--- config.mk ---
export PLATFORM = sky130hd
export DESIGN_NAME = multicycle_sequencer
export DESIGN_NICKNAME = d
export VERILOG_FILES = /design/src/rtl/multicycle_sequencer.sv
export SDC_FILE = /design/constraint.sdc
export NUM_CORES = 1
export LEC_CHECK = 0
export CAP_MARGIN = 40
export CORE_MARGIN = 5
export CORE_UTILIZATION = 46
export CTS_CLUSTER_DIAMETER = 150
export DETAILED_ROUTE_END_ITERATION = 12
export PLACE_DENSITY = 0.89
export SETUP_SLACK_MARGIN = 0.15
export SLEW_MARGIN = 0
export SYNTH_ARGS = -nofsm -noshare
export SYNTH_HDL_FRONTEND = slang
export SYNTH_SLANG_ARGS = --single-unit
export TNS_END_PERCENT = 20
--- constraint.sdc ---
create_clock -name clk -period 2.65 [get_ports clk]
set_input_delay 0.265 -clock clk [delete_from_list [all_inputs] [get_ports clk]]
set_output_delay 0.265 -clock clk [all_outputs]
set_load 0.05 [all_outputs]
--- src/rtl/multicycle_sequencer.sv ---
// Multi-cycle RV32I sequencer: walks FETCH/DECODE/EXECUTE/MEM/WB, issues datapath
// strobes, and owns the memory request/ready handshake with its timeout.
module multicycle_sequencer #(
  parameter int TIMEOUT = 255,
  parameter int CNT_W   = 8   // 2**CNT_W must exceed TIMEOUT
) (
  input  logic        clk,
  input  logic        rst,
  input  logic [31:0] inst,
  input  logic        aluEq,
  input  logic        memReady,
  output logic        memReq,
  output logic        memWe,
  output logic        memAddrSel,
  output logic        irWrite,
  output logic        regWrite,
  output logic        pcWrite,
  output logic        pcSrc,
  output logic [2:0]  state,
  output logic [31:0] instret,
  output logic        illegal,
  output logic        busErr
);

  typedef enum logic [2:0] {
    S_FETCH  = 3'd0,
    S_DECODE = 3'd1,
    S_EXEC   = 3'd2,
    S_MEM    = 3'd3,
    S_WB     = 3'd4,
    S_TRAP   = 3'd7
  } state_t;

  typedef enum logic [2:0] {
    C_ALU, C_LOAD, C_STORE, C_BEQ, C_BNE
  } cls_t;

  state_t           st;
  cls_t             cls;
  cls_t             dec_cls;
  logic             dec_ok;
  logic [CNT_W-1:0] wait_cnt;
  logic             mem_phase;
  logic             timeout_hit;
  logic             retire;
  logic             unused_inst;

  assign unused_inst = ^{inst[31:15], inst[11:7]};

  always_comb begin
    dec_ok  = 1'b1;
    dec_cls = C_ALU;
    case (inst[6:0])
      7'b0110011, 7'b0010011: dec_cls = C_ALU;
      7'b0000011:             dec_cls = C_LOAD;
      7'b0100011:             dec_cls = C_STORE;
      7'b1100011: begin
        if (inst[14:12] == 3'b000)      dec_cls = C_BEQ;
        else if (inst[14:12] == 3'b001) dec_cls = C_BNE;
        else                            dec_ok  = 1'b0;
      end
      default: dec_ok = 1'b0;
    endcase
  end

  assign mem_phase   = (st == S_FETCH) || (st == S_MEM);
  // memReady in the timeout cycle takes priority over the timeout
  assign timeout_hit = mem_phase && !memReady && (wait_cnt == CNT_W'(TIMEOUT));

  assign retire = ((st == S_EXEC) && ((cls == C_BEQ) || (cls == C_BNE)))
               || ((st == S_MEM) && (cls == C_STORE) && memReady)
               || (st == S_WB);

  // Async reset parks state in FETCH, so request/Mealy strobes are gated by rst too
  assign memReq     = mem_phase && !rst;
  assign memAddrSel = (st == S_MEM);
  assign memWe      = (st == S_MEM) && (cls == C_STORE);
  assign irWrite    = (st == S_FETCH) && memReady && !rst;
  assign regWrite   = (st == S_WB);
  assign pcWrite    = retire;
  assign pcSrc      = (st == S_EXEC) &&
                      (((cls == C_BEQ) && aluEq) || ((cls == C_BNE) && !aluEq));
  assign state      = st;

  always_ff @(posedge clk or posedge rst) begin
    if (rst) begin
      st       <= S_FETCH;
      cls      <= C_ALU;
      wait_cnt <= '0;
      instret  <= '0;
      illegal  <= 1'b0;
      busErr   <= 1'b0;
    end else begin
      if (retire) instret <= instret + 32'd1;

      if (!mem_phase || memReady || timeout_hit) wait_cnt <= '0;
      else                                       wait_cnt <= wait_cnt + 1'b1;

      case (st)
        S_FETCH: begin
          if (memReady) st <= S_DECODE;
          else if (timeout_hit) begin
            st     <= S_TRAP;
            busErr <= 1'b1;
          end
        end
        S_DECODE: begin
          if (dec_ok) begin
            cls <= dec_cls;
            st  <= S_EXEC;
          end else begin
            illegal <= 1'b1;
            st      <= S_TRAP;
          end
        end
        S_EXEC: begin
          case (cls)
            C_ALU:           st <= S_WB;
            C_LOAD, C_STORE: st <= S_MEM;
            default:         st <= S_FETCH;
          endcase
        end
        S_MEM: begin
          if (memReady) st <= (cls == C_LOAD) ? S_WB : S_FETCH;
          else if (timeout_hit) begin
            st     <= S_TRAP;
            busErr <= 1'b1;
          end
        end
        S_WB:    st <= S_FETCH;
        S_TRAP:  st <= S_TRAP;
        default: st <= S_TRAP;
      endcase
    end
  end

endmodule

## Word level (Yosys, flattened, before mapping)

Cells that the tools add are included.

| cells by class | value |
|---|---|
| bitwise logic cells | 2 |
| add/sub/neg operators | 2 |
| eq/ne operators | 15 |
| muxes and demuxes | 14 |
| reductions and logical operators | 31 |

Operator list:

| cell | count |
|---|---|
| 32-bit by 1-bit adder with 32-bit output (second input constant) | 1 |
| 3-bit two-way mux | 7 |
| 3-bit case mux with 5 select lines | 1 |
| 7-bit by 6-bit == test with 1-bit output (second input constant) | 2 |
| 3-bit by 2-bit == test with 1-bit output (second input constant) | 4 |
| 1-bit logical AND | 11 |
| 3-bit by 1-bit == test with 1-bit output (second input constant) | 3 |
| 3-bit logical NOT | 3 |
| 3-bit case mux with 3 select lines | 1 |
| 8-bit by 1-bit adder with 8-bit output (second input constant) | 1 |
| 8-bit == test (second input constant) | 1 |
| 8-bit two-way mux | 1 |
| 7-bit by 2-bit == test with 1-bit output (second input constant) | 1 |
| 7-bit by 5-bit == test with 1-bit output (second input constant) | 1 |
| 7-bit == test (second input constant) | 1 |
| 1-bit logical OR | 7 |
| 3-bit == test (second input constant) | 2 |
| 3-bit case mux with 2 select lines | 1 |
| 1-bit logical NOT | 4 |
| 2-bit AND reduction | 2 |
| 2-bit OR reduction | 2 |
| 4-bit OR reduction | 1 |
| 3-bit AND reduction | 1 |
| 1-bit two-way mux | 2 |
| 2 further kinds | 3 |

| word-level totals | value |
|---|---|
| input bits | 36 |
| logic and storage cells | 70 |
| flip-flop bits (word level) | 48 |
| output and inout port bits | 44 |

## Depth between registers and ports, before layout

| logic depth | value |
|---|---|
| depth in word-level cells | 7 |
| depth in mapped cells | 7 |
| gate-level depth less buffers | 6 |

## Worst setup path before layout

No wires, ideal clock.

| timing | value |
|---|---|
| path kind | flip-flop to output port |
| start point | register cls[0] |
| end point | output port pcSrc |
| slack | 18 ps |
| path buffers | 1 |
| arrival | 2367 ps |
| data required time | 2385 ps |
| cell stages (with the launch flop) | 4 |
| path through | dfrtp_1 -> buf_6 -> or4b_2 -> a211oi_1 |

| on the way | value |
|---|---|
| longest elaborated chain between the ends | 4 |
| elaborated cells between the ends (all ways) | 6 |
| classes of those cells | eq/ne (2); reduce/logical (4) |

RTL lines:

| what | RTL line | source |
|---|---|---|
| from (decl) | 39 | `cls_t cls;` |
| from (signal assigned) | 109 | `cls <= dec_cls;` |
| 3-bit by 2-bit == test with 1-bit output / 3-bit == test (equally long branches) | 82 | `(((cls == C_BEQ) && aluEq) \|\| ((cls == C_BNE) && !aluEq));` |
| 1-bit logical AND | 82 |  |
| 1-bit logical OR (*) | 82 |  |
| 1-bit logical AND (*) | 81 | `assign pcSrc = (st == S_EXEC) &&` |
| to (decl) | 18 | `output logic pcSrc,` |

Every way passes the cells marked *; elsewhere a longest branch is shown, timed or not.

## Worst setup path in the final report

| timing | value |
|---|---|
| start point | register cls[0] |
| end point | output port memWe |

| on the way | value |
|---|---|
| longest elaborated chain between the ends | 2 |

RTL lines:

| what | RTL line | source |
|---|---|---|
| 3-bit by 2-bit == test with 1-bit output | 77 | `assign memWe = (st == S_MEM) && (cls == C_STORE);` |
| 1-bit logical AND | 77 |  |
| to (decl) | 13 | `output logic memWe,` |

No other way between the ends.

==> results_dict.tcl <==
set metrics [dict create \
    ctsResizeCount 0 \
    final_hold_viol_count 0 \
    r2r_slack_ns 0.45 \
    drtIter0Drc 46 \
    drv_cap 0 \
    fin_util 0.623 \
    hold_end "busErr" \
    r2r-start "cls[0]" \
    crit_arrival_ns 2.13 \
    ctsHoldBuffers 0 \
    cp.required_ns 2.38 \
    synth_warnings 0 \
    core_area_mm2 0.00511 \
    track_usage 0.167 \
    setup_viol 0 \
    ys.flop_type "dfrtp_1" \
    synth.cell_area_mm2 0.00241 \
    instances_no_fill 363 \
    async_reset_ff_frac 1.00 \
    synth_edf_count 0 \
    num_antenna_cells 0 \
    ant_nets 0 \
    yosysSeqAreaShare 0.498 \
    row_count 26 \
    powerDensity_mw_per_mm2 628 \
    place_inst 355 \
    holdPathStages 1 \
    ir_drop_v 0.000337 \
    area_growth_pct 31.8 \
    critical_path.top_delay_family "buffers and inverters" \
    holdCritStartpoint "busErr" \
    slowest_delay_ns 0.82 \
    worstHoldPathType "reg2reg" \
    cts_setup_buffers 0 \
    fin_crit_ns 2.40 \
    fp.dieArea_mm2 0.00680 \
    ys_seq_elements 48 \
    timing.slew.headroom 0.607 \
    grt_max_degree 49 \
    total_power_mw 2.00 \
    drive_gt1_frac 0.0853 \
    r2r_cells 5 \
    worst_setup_path_start_kind "register" \
    gp_congestion 0.810 \
    remaining_drc_errors 0 \
    endpoint_kind "output pin" \
    multi_input_area_mm2 0.00115 \
    port-buffer-count 57 \
    fmax_mhz 417 \
    worstSetupStartpoint "cls[0]" \
    routed_via_density 5.33 \
    clock-root-buffer "clkbuf_8" \
    rsz0062_at_grt "false" \
    grt_pass1_vias 1882 \
    htree_levels 2 \
    cts_tree "built" \
    seqCellArea_mm2 0.00120 \
    drt_wl_total_mm 5.31 \
    grt_pass1_wl_mm 8.69 \
    critPathKind "reg2out" \
    clock_path_buffers 2 \
    leakagePower_nw 1.32 \
    start_util 0.473 \
    layout_common_cells "clkdlybuf4s50_1 (54), dfrtp_1 (48), xnor2_1 (28), nand3_1 (22), nor2_1 (19)" \
    cp_slowest_cell "clkdlybuf4s50_1" \
    tns_ns 0 \
    cts_buffers 5 \
    cts_sinks 48 \
    synth_cell_types 46 \
    path_cells "nor3b_1 > and3_1 > clkdlybuf4s50_1" \
    antenna_found_initial 0 \
    via_count 1934 \
    nets 330 \
    die_w_um 82.4 \
    drt_first_pass_iters 4 \
    timing.final.crit_share 0.906 \
    synth_area_per_cell_um2 10.4 \
    io_pins 80 \
    fin_worst_skew_ns 0.00993 \
    final_common_cell "clkdlybuf4s50_1" \
    die_y_um 82.4 \
    insertion_delay_ns 0.30 \
    crit_fanout 9 \
    path_buf_inv 1 \
    wl_per_cell_um 14.6 \
    worstMarginPinSlew_ns 0.590 \
    syn_nets 270 \
    synth_cells 232 \
    clk_pin_slew_ns 0.09 \
    dp_hpwl_mm 3.74 \
    overflow 0 \
    r2r_end "instret[5]" \
    nFillCells 439 \
    status "complete, no violations" \
    holdWs_ns 0.474 \
    drv_slew 0 \
]
[how the worst max path moves through the flow]
| stage | endpoint | slack, ns | cells past startpoint |
|---|---|---|---|
| 6_report | memWe | 0.25 | 3 |
| 5_1_grt | pcWrite | 0.21 | 4 |
| 4_1_cts | memReq | 0.21 | 4 |
| 3_5_place_dp | state[0] | 0.31 | 6 |
| 3_3_place_gp | state[0] | 0.33 | 6 |
| 2_1_floorplan | instret[1] | 0.23 | 5 |
[synth_stat cells, types with 2 or more instances]
cell type  number  area, µm²
dfrtp_1        48       1200
nand4b_1        2       17.5
xor2_1         10       87.6
inv_1           6       22.5
o21ai_0         6       30.0
nor2_1         19       71.3
buf_6           2       22.5
nor3_1          3       15.0
o21bai_1        3       22.5
clkbuf_1        3       11.3
nand2_1        15       56.3
and3_1         12       75.1
a21oi_1         2       10.0
nand3_1        22        110
nor4_1          2       12.5
ha_1            2       25.0
nand2b_1        3       18.8
and4_1          2       17.5
nand4_1        12       75.1
xnor2_1        28        245
and2_1          5       31.3
[cell families (layout without fill, tap and decap cells)]
kind of cell               after synthesis  in the layout  synth area share
and+or+nand+nor                        109            109             0.252
buffers and inverters                   13             74            0.0285
adders and majority gates                2              2            0.0104
muxes                                    2              2           0.00881
DFF                                     48             48             0.498
xor gates and xnor gates                38             38             0.138
AOI/OAI and AO/OA                       20             20            0.0643
[registers in the layout, indices dropped and copies added, names as in the netlist]
register  cells
wait_cnt      8
cls           3
state         3
busErr        1
illegal       1
instret      32
[power by group]
part           switching [mW]  internal [mW]
sequential              0.109          0.788
clock                   0.251          0.279
combinational           0.361          0.208
total                   0.721           1.28
[stage by stage]
step	worst slack (ns)	area, µm²
3_3_place_gp	0.331	3070
2_1_floorplan	0.232	2420
3_5_place_dp	0.306	3070
5_1_grt	0.206	3180
4_1_cts	0.205	3180
6_report	0.250	3180
[routing by layer]
layer | share of wire | vias to the layer above | global-route usage
li1 | - | 934 | -
met1 | 0.44 | 946 | 0.220
met2 | 0.50 | 50 | 0.273
met3 | 0.048 | 4 | 0.0347
met4 | 0.0079 | 0 | 0.0548
met5 | 0 | - | 0
[layout make-up]
cell class / count / share of cell area
clock buffer: 5 / 0.0216
timing repair buffer: 60 / 0.190
multi-input combinational: 171 / 0.363
sequential: 48 / 0.378
inverter: 6 / 0.00708
tap: 70 / 0.0275
clock inverter: 3 / 0.0134
(Power assumes the default switching activity.)
